**src/rtl/uart_pkg.sv**
```systemverilog
// uart_pkg: state encoding and buffer geometry shared by uart_ram_tx and its serializer.
// Defining UART_RAM_TX_PARITY_EN adds the PARITY state.
package uart_pkg;
    localparam int DEPTH = 512;
    localparam int PTR_W = 9;
    typedef enum logic [2:0] {
        IDLE,
        FETCH,
        START,
        DATA,
`ifdef UART_RAM_TX_PARITY_EN
        PARITY,
`endif
        STOP
    } state_t;
endpackage

```
**src/rtl/uart_tx_serializer.sv**
```systemverilog
// uart_tx_serializer: bit-period counter, bit index and shift register driving the UART line.
// With UART_RAM_TX_PARITY_EN an even-parity bit is held for the PARITY state.
module uart_tx_serializer
    import uart_pkg::*;
#(
    parameter int CLKS_PER_BIT = 104
) (
    input  logic       i_clk,
    input  logic       i_rst_n,
    input  state_t     state,
    input  logic       load,
    input  logic [7:0] data,
    output logic       bit_end,
    output logic       last_bit,
    output logic       o_tx
);
    localparam int CW = (CLKS_PER_BIT > 1) ? $clog2(CLKS_PER_BIT) : 1;
    logic [CW-1:0] cnt;
    logic [2:0]    idx;
    logic [7:0]    shreg;
    logic          in_frame;
    assign in_frame = !(state == IDLE || state == FETCH);
    assign bit_end  = in_frame && (cnt == CW'(CLKS_PER_BIT - 1));
    assign last_bit = idx == 3'd7;
    always_ff @(posedge i_clk or negedge i_rst_n) begin
        if (!i_rst_n) begin
            cnt   <= '0;
            idx   <= '0;
            shreg <= '0;
        end else begin
            cnt <= (!in_frame || bit_end) ? '0 : cnt + 1'b1;
            if (load) begin
                shreg <= data;
                idx   <= '0;
            end else if (state == DATA && bit_end) begin
                shreg <= {1'b0, shreg[7:1]};
                idx   <= idx + 1'b1;
            end
        end
    end
`ifdef UART_RAM_TX_PARITY_EN
    logic par;
    always_ff @(posedge i_clk or negedge i_rst_n) begin
        if (!i_rst_n)
            par <= 1'b0;
        else if (load)
            par <= ^data;
    end
    assign o_tx = (state == START) ? 1'b0 : (state == DATA) ? shreg[0] : (state == PARITY) ? par : 1'b1;
`else
    assign o_tx = (state == START) ? 1'b0 : (state == DATA) ? shreg[0] : 1'b1;
`endif
endmodule

```
**src/rtl/uart_ram_tx.sv**
```systemverilog
// uart_ram_tx: drains a 512x8 ring buffer RAM out of a UART line, one 8N1 frame per byte.
// Defining UART_RAM_TX_PARITY_EN appends an even-parity bit to each frame.
module uart_ram_tx
    import uart_pkg::*;
#(
    parameter int CLKS_PER_BIT = 104
) (
    input  logic             i_clk,
    input  logic             i_rst_n,
    input  logic [PTR_W-1:0] wr_ptr,
    output logic [PTR_W-1:0] read_addr,
    input  logic [7:0]       read_data,
    output logic [PTR_W-1:0] rd_ptr,
    output logic             o_tx,
    output logic             o_busy
);
    state_t state, state_nx;
    logic   bit_end, last_bit, load, has_data;
    assign read_addr = rd_ptr;
    assign has_data  = rd_ptr != wr_ptr;
    assign load      = state == FETCH;
    assign o_busy    = state != IDLE;
    always_ff @(posedge i_clk or negedge i_rst_n) begin
        if (!i_rst_n) begin
            state  <= IDLE;
            rd_ptr <= '0;
        end else begin
            state <= state_nx;
            if (load)
                rd_ptr <= rd_ptr + 1'b1;
        end
    end
    // wr_ptr is only consulted in IDLE and at the end of STOP
    always_comb begin
        state_nx = state;
        case (state)
            IDLE:    state_nx = has_data ? FETCH : IDLE;
            FETCH:   state_nx = START;
            START:   state_nx = bit_end ? DATA : START;
`ifdef UART_RAM_TX_PARITY_EN
            DATA:    state_nx = (bit_end && last_bit) ? PARITY : DATA;
            PARITY:  state_nx = bit_end ? STOP : PARITY;
`else
            DATA:    state_nx = (bit_end && last_bit) ? STOP : DATA;
`endif
            STOP:    state_nx = bit_end ? (has_data ? FETCH : IDLE) : STOP;
            default: state_nx = IDLE;
        endcase
    end
    uart_tx_serializer #(
        .CLKS_PER_BIT(CLKS_PER_BIT)
    ) u_ser (
        .i_clk   (i_clk),
        .i_rst_n (i_rst_n),
        .state   (state),
        .load    (load),
        .data    (read_data),
        .bit_end (bit_end),
        .last_bit(last_bit),
        .o_tx    (o_tx)
    );
endmodule
```
**config.mk**
```make
export PLATFORM = sky130hd
export DESIGN_NAME = uart_ram_tx
export DESIGN_NICKNAME = d
export VERILOG_FILES = /design/src/rtl/uart_pkg.sv /design/src/rtl/uart_tx_serializer.sv /design/src/rtl/uart_ram_tx.sv
export SDC_FILE = /design/constraint.sdc
export NUM_CORES = 1
export LEC_CHECK = 0
export BUFFER_PORTS_ARGS = -buffer_cell sky130_fd_sc_hd__buf_2
export CAP_MARGIN = 20
export CORE_AREA = 2 2 74 76
export CTS_CLUSTER_SIZE = 14
export DETAILED_ROUTE_END_ITERATION = 10
export DIE_AREA = 0 0 76 78
export PLACE_DENSITY = 0.52
export REMOVE_ABC_BUFFERS = 1
export SYNTH_ARGS = -nofsm -noshare
export SYNTH_HDL_FRONTEND = slang
export SYNTH_HIERARCHICAL = 1
export SYNTH_SLANG_ARGS = --single-unit
```
**constraint.sdc**
```tcl
create_clock -name i_clk -period 4 [get_ports i_clk]
set_clock_uncertainty 0.15 [all_clocks]
set_input_delay 0.6 -clock i_clk [delete_from_list [all_inputs] [get_ports i_clk]]
set_output_delay 0.6 -clock i_clk [all_outputs]
set_load 0.03 [all_outputs]
```
# [After elaboration in Yosys (flattened, before gate mapping)]
# Cells that the tools add are included.
# Widths: inputs -> output; s select.
[totals] register_bits=30 out_inout_bits=20
[classes] reduce_logical=9 n_eq_ne=7 add_sub_neg=3 mux=12
[op_table] operator="$mux 8" count=2
[op_table] operator="$pmux 3 s5" count=1
[op_table] operator="$mux 3" count=4
[op_table] operator="$add 9x1->9 const B" count=1
[op_table] operator="$ne 9x9->1" count=1
[op_table] operator="$add 7x1->7 const B" count=1
[op_table] operator="$eq 7x7->1 const B" count=1
[op_table] operator="$mux 7" count=1
[op_table] operator="$eq 3x2->1 const B" count=2
[op_table] operator="$eq 3x3->1 const B" count=2
[op_table] operator="$mux 1" count=4
[op_table] operator="$add 3x1->3 const B" count=1
[op_table] operator="$eq 3x1->1 const B" count=1
[op_table] operator="$logic_and 1x1->1" count=3
[op_table] operator="$logic_not 3->1" count=1
[op_table] operator="$reduce_bool 3->1" count=1
[op_table] operator="$logic_or 1x1->1" count=2
[op_table] operator="$reduce_bool 2->1" count=1
[op_table] operator="$logic_not 1->1" count=1

# [Logic depth before layout (Yosys ltp)]
[depth] ltp_word=7 depth_mapped=8 depth_no_buf=7

# [Cells and area by module]
# The synthesis kept the hierarchy.
[modules_own_cells] mod="uart_tx_serializer" n_inst=1 area_each_um2=989.7 cells_per_inst=99
[modules_own_cells] mod="uart_ram_tx" n_inst=1 area_each_um2=726.9 cells_per_inst=68

# [Worst setup path before layout]
# Ideal clock, no wire load.
[synth_path] kind="reg2reg" from="register u_ser.cnt[4]" to="register state[0]" stages_incl_launch_ff=9 synth_period_minus_slack_ps=1972 setup_time_ps=77 arrival_ps=1745 slack_ps=2028 n_path_buf=2 path_cell_list="dfrtp_1 -> buf_6 -> or3b_4 -> buf_6 -> nor3_1 -> inv_1 -> a21oi_1 -> o21bai_1 -> a21oi_1"
[synth_via] elab_chain_cells=5 word_cells_on_any_way=7 cone_classes="eq/ne: 1; mux: 4; reduce/logical: 2"
[synth_lines] item="start: declaration" line_no="uart_tx_serializer.sv:18" rtl="logic [CW-1:0] cnt;"
[synth_lines] item="start signal: assignment" line_no="uart_tx_serializer.sv:31" rtl="cnt <= (!in_frame || bit_end) ? '0 : cnt + 1'b1;"
[synth_lines] item="$eq 7x7->1 *" line_no="uart_tx_serializer.sv:23" rtl="assign bit_end = in_frame && (cnt == CW'(CLKS_PER_BIT - 1));"
[synth_lines] item="$logic_and 1x1->1 *" line_no="uart_tx_serializer.sv:23"
[synth_lines] item="via bit_end" line_no="uart_ram_tx.sv:18" rtl="logic bit_end, last_bit, load, has_data;"
[synth_lines] item="$logic_and 1x1->1" line_no="uart_ram_tx.sv:44" rtl="DATA: state_nx = (bit_end && last_bit) ? STOP : DATA;"
[synth_lines] item="$mux 3" line_no="uart_ram_tx.sv:44"
[synth_lines] item="$pmux 3 s5 *" line_no="uart_ram_tx.sv:36" rtl="case (state)"
[synth_lines] item="via state_nx[0]" line_no="uart_ram_tx.sv:17" rtl="state_t state, state_nx;"
[synth_lines] item="end signal: assignment" line_no="uart_ram_tx.sv:28" rtl="state <= state_nx;"
[synth_lines] item="end: declaration" line_no="uart_ram_tx.sv:17"
# The timed path passes the listed nets; every way through them passes the cells marked *.
# A chain may end at the register's enable or synchronous reset.

# [Worst setup path in the final report]
[layout_path] from="register state[1]" to="output o_busy"
[layout_via] elab_chain_cells=1
[layout_lines] item="$reduce_bool 3->1" line_no="uart_ram_tx.sv:22" rtl="assign o_busy = state != IDLE;"
[layout_lines] item="end: declaration" line_no="uart_ram_tx.sv:15" rtl="output logic o_busy"
# No other way between the ends.

==> reports/results.tsv <==
metric	value	unit
status	completed	
grt_pass1_wl	6260	um
tightestPinTransition	0.703	ns
clockBufferDepth	2	
antenna_found_initial	0	
wl_per_cell	13.5	um
die_h	78	um
leakage	0.871	nW
drtAntennaViolNets	0	
synth-main-ff-cell	dfrtp_1	
synth_top_area_share	43.7	%
area_growth	15.7	%
fp.coreArea	5040	um^2
die-width	76	um
final-hold-violation-count	0	
path_clk_slew	0.07	ns
cts_resized	0	
synth-edff-count	0	
drc	0	
clock_sinks	30	
post_cts_buffers	0	
synth_area	1720	um^2
synth_cells	167	
via_per_inst	4.97	
cts-hold-fix-buffers	0	
ys_types	39	
clk_latency	0.28	ns
port_buffers	38	
fin_crit_sh	56.7	%
critPathMaxFanout	13	
crit_type	reg2out	
nets	218	
synth_area_leaders	dfrtp_1, xnor2_1, buf_4	
yosysSeqAreaShare	43.7	%
vdd_drop_max	0.186	mV
grt_max_degree	31	
globalRouteOverflowTotal	0	
start_util	34.0	%
max_freq	441	MHz
cp.arrival	1.52	ns
num_vias	1322	
root_buffer	clkbuf_8	
drt-total-wl	3600	um
rows	26	
endpoint_kind	output pin	
cts-buffers-inserted	5	
hpwl	2530	um
max_cap_violations	0	
fillers	531	
io_pins	39	
final_util	39.4	%
fin_crit	2.27	ns
power_density	445	nW/um^2
rsz0062_at_grt	false	
yosys.area.top_type	dfrtp_1	
critical_path_required	3.25	ns
multi_input_area	833	um^2
drt-initial-drc-count	80	
tns	0	ns
gp_congestion	0.695	
start_kind	register	
cts_tree	done	
whs	0.203	ns
first_pass_iters	4	
antennaDiodeCount	0	
slew_violations	0	
die_area	5930	um^2
synth.avg_cell_area	10.3	um^2
grt_pass1_vias	1326	
setup_violations	0	
slew_headroom	53.1	%
drive_gt1_share	29.6	%
min_path_type	in2async	
synth_warnings	6	
grt_use_total	13.0	%
cts_htree_levels	2	
ys_ff_latch	30	
seq_area	751	um^2
ys_async_sr_fraction	100	%
## path summary, 6_finish.rpt
kind,start,slack [ns],endpoint,cells past startpoint
worst max-delay path,state[1],1.73,o_busy,2
worst min-delay path,i_rst_n,0.20,u_ser/shreg[2],1
worst max register to register,u_ser/cnt[0],1.79,state[0],7
worst min register to register,u_ser/cnt[0],0.31,u_ser/cnt[0],1
max in group asynchronous,i_rst_n,3.06,u_ser/cnt[2],1
min in group i_clk,u_ser/cnt[0],0.31,u_ser/cnt[0],1
## layer usage
layer,share of wire [%],global-route usage [%]
met4,1.1,3.82
met3,4.9,3.60
met1,48,16.9
met2,46,21.4
met5,0,0
## worst max-delay path, stage by stage, from the launching register on
cell and delay [ns]:
dfrtp_1 0.55, or3_2 0.50, buf_2 0.19
## flip-flops by register name, indices dropped and copies added, names as in the netlist
signal / cells
u_ser/idx: 3
rd_ptr: 9
state: 3
u_ser/shreg: 8
u_ser/cnt: 7
## cells in the final DEF (no fill, tap or decap), drive strengths merged, types with 2 or more instances in the layout
| cell type | instances |
|---|---|
| nand2 | 8 |
| clkinv | 2 |
| or3 | 2 |
| a41oi | 4 |
| nand3 | 5 |
| o31ai | 9 |
| inv | 4 |
| a31oi | 3 |
| nor3b | 2 |
| nor2 | 12 |
| nor3 | 4 |
| and3 | 3 |
| xor2 | 4 |
| mux2 | 3 |
| ha | 4 |
| dfrtp | 30 |
| o21ai | 3 |
| nand3b | 2 |
| buf | 38 |
| a21oi | 8 |
| nand4 | 10 |
| clkbuf | 5 |
| xnor2 | 16 |
| a2bb2oi | 4 |
| nor2b | 3 |
## Yosys cell counts (2+ instances only)
cell type	n
ha_1	4
a2bb2oi_1	4
xor2_1	4
a31oi_1	3
o31ai_1	9
nand2_1	8
mux2_2	2
nor2_1	12
and3_1	2
nor2b_1	3
o21ai_0	3
a41oi_1	4
inv_1	4
buf_4	10
nand3_1	3
buf_6	2
nand4_1	10
xnor2_1	16
nand3_2	2
nor3_1	3
a21oi_1	8
nand3b_1	2
dfrtp_1	30
clkbuf_1	4
## stage by stage
stage	instance area [um^2]	setup WS (ns)	power [mW]	std cells
after global routing	1990	1.55	0.938	266
after CTS	1990	1.71	0.896	266
after floorplan	1600	2.08	0.526	150
after global placement	1880	1.86	0.589	258
final	1990	1.73	0.883	266
after detailed placement	1880	1.80	0.588	258
## layout make-up
class	instances	share of cell area [%]
multi-input combinational	116	42.0
sequential	30	37.8
timing repair buffer	38	9.58
tap	70	4.41
clock buffer	5	3.47
clock inverter	3	2.02
inverter	4	0.756
## report_power, final
| part | total, mW | internal [mW] | switching, mW |
|---|---|---|---|
| clock network | 0.301 | 0.183 | 0.118 |
| logic | 0.182 | 0.0722 | 0.110 |
| registers | 0.400 | 0.347 | 0.0525 |
| total | 0.883 | 0.602 | 0.280 |
## cells by family (layout without fill, tap and decap cells)
family / after synthesis / in the layout / synth area share (%)
XOR/XNOR: 20 / 20 / 10.2
adder cells (fa/ha/maj): 4 / 4 / 2.92
buffers and inverters: 21 / 50 / 7.72
AO/OA/AOI/OAI: 34 / 34 / 14.0
AND/OR/NAND/NOR: 55 / 55 / 19.5
flip-flops: 30 / 30 / 43.7
multiplexers: 3 / 3 / 1.97
(Power assumes the default switching activity.)
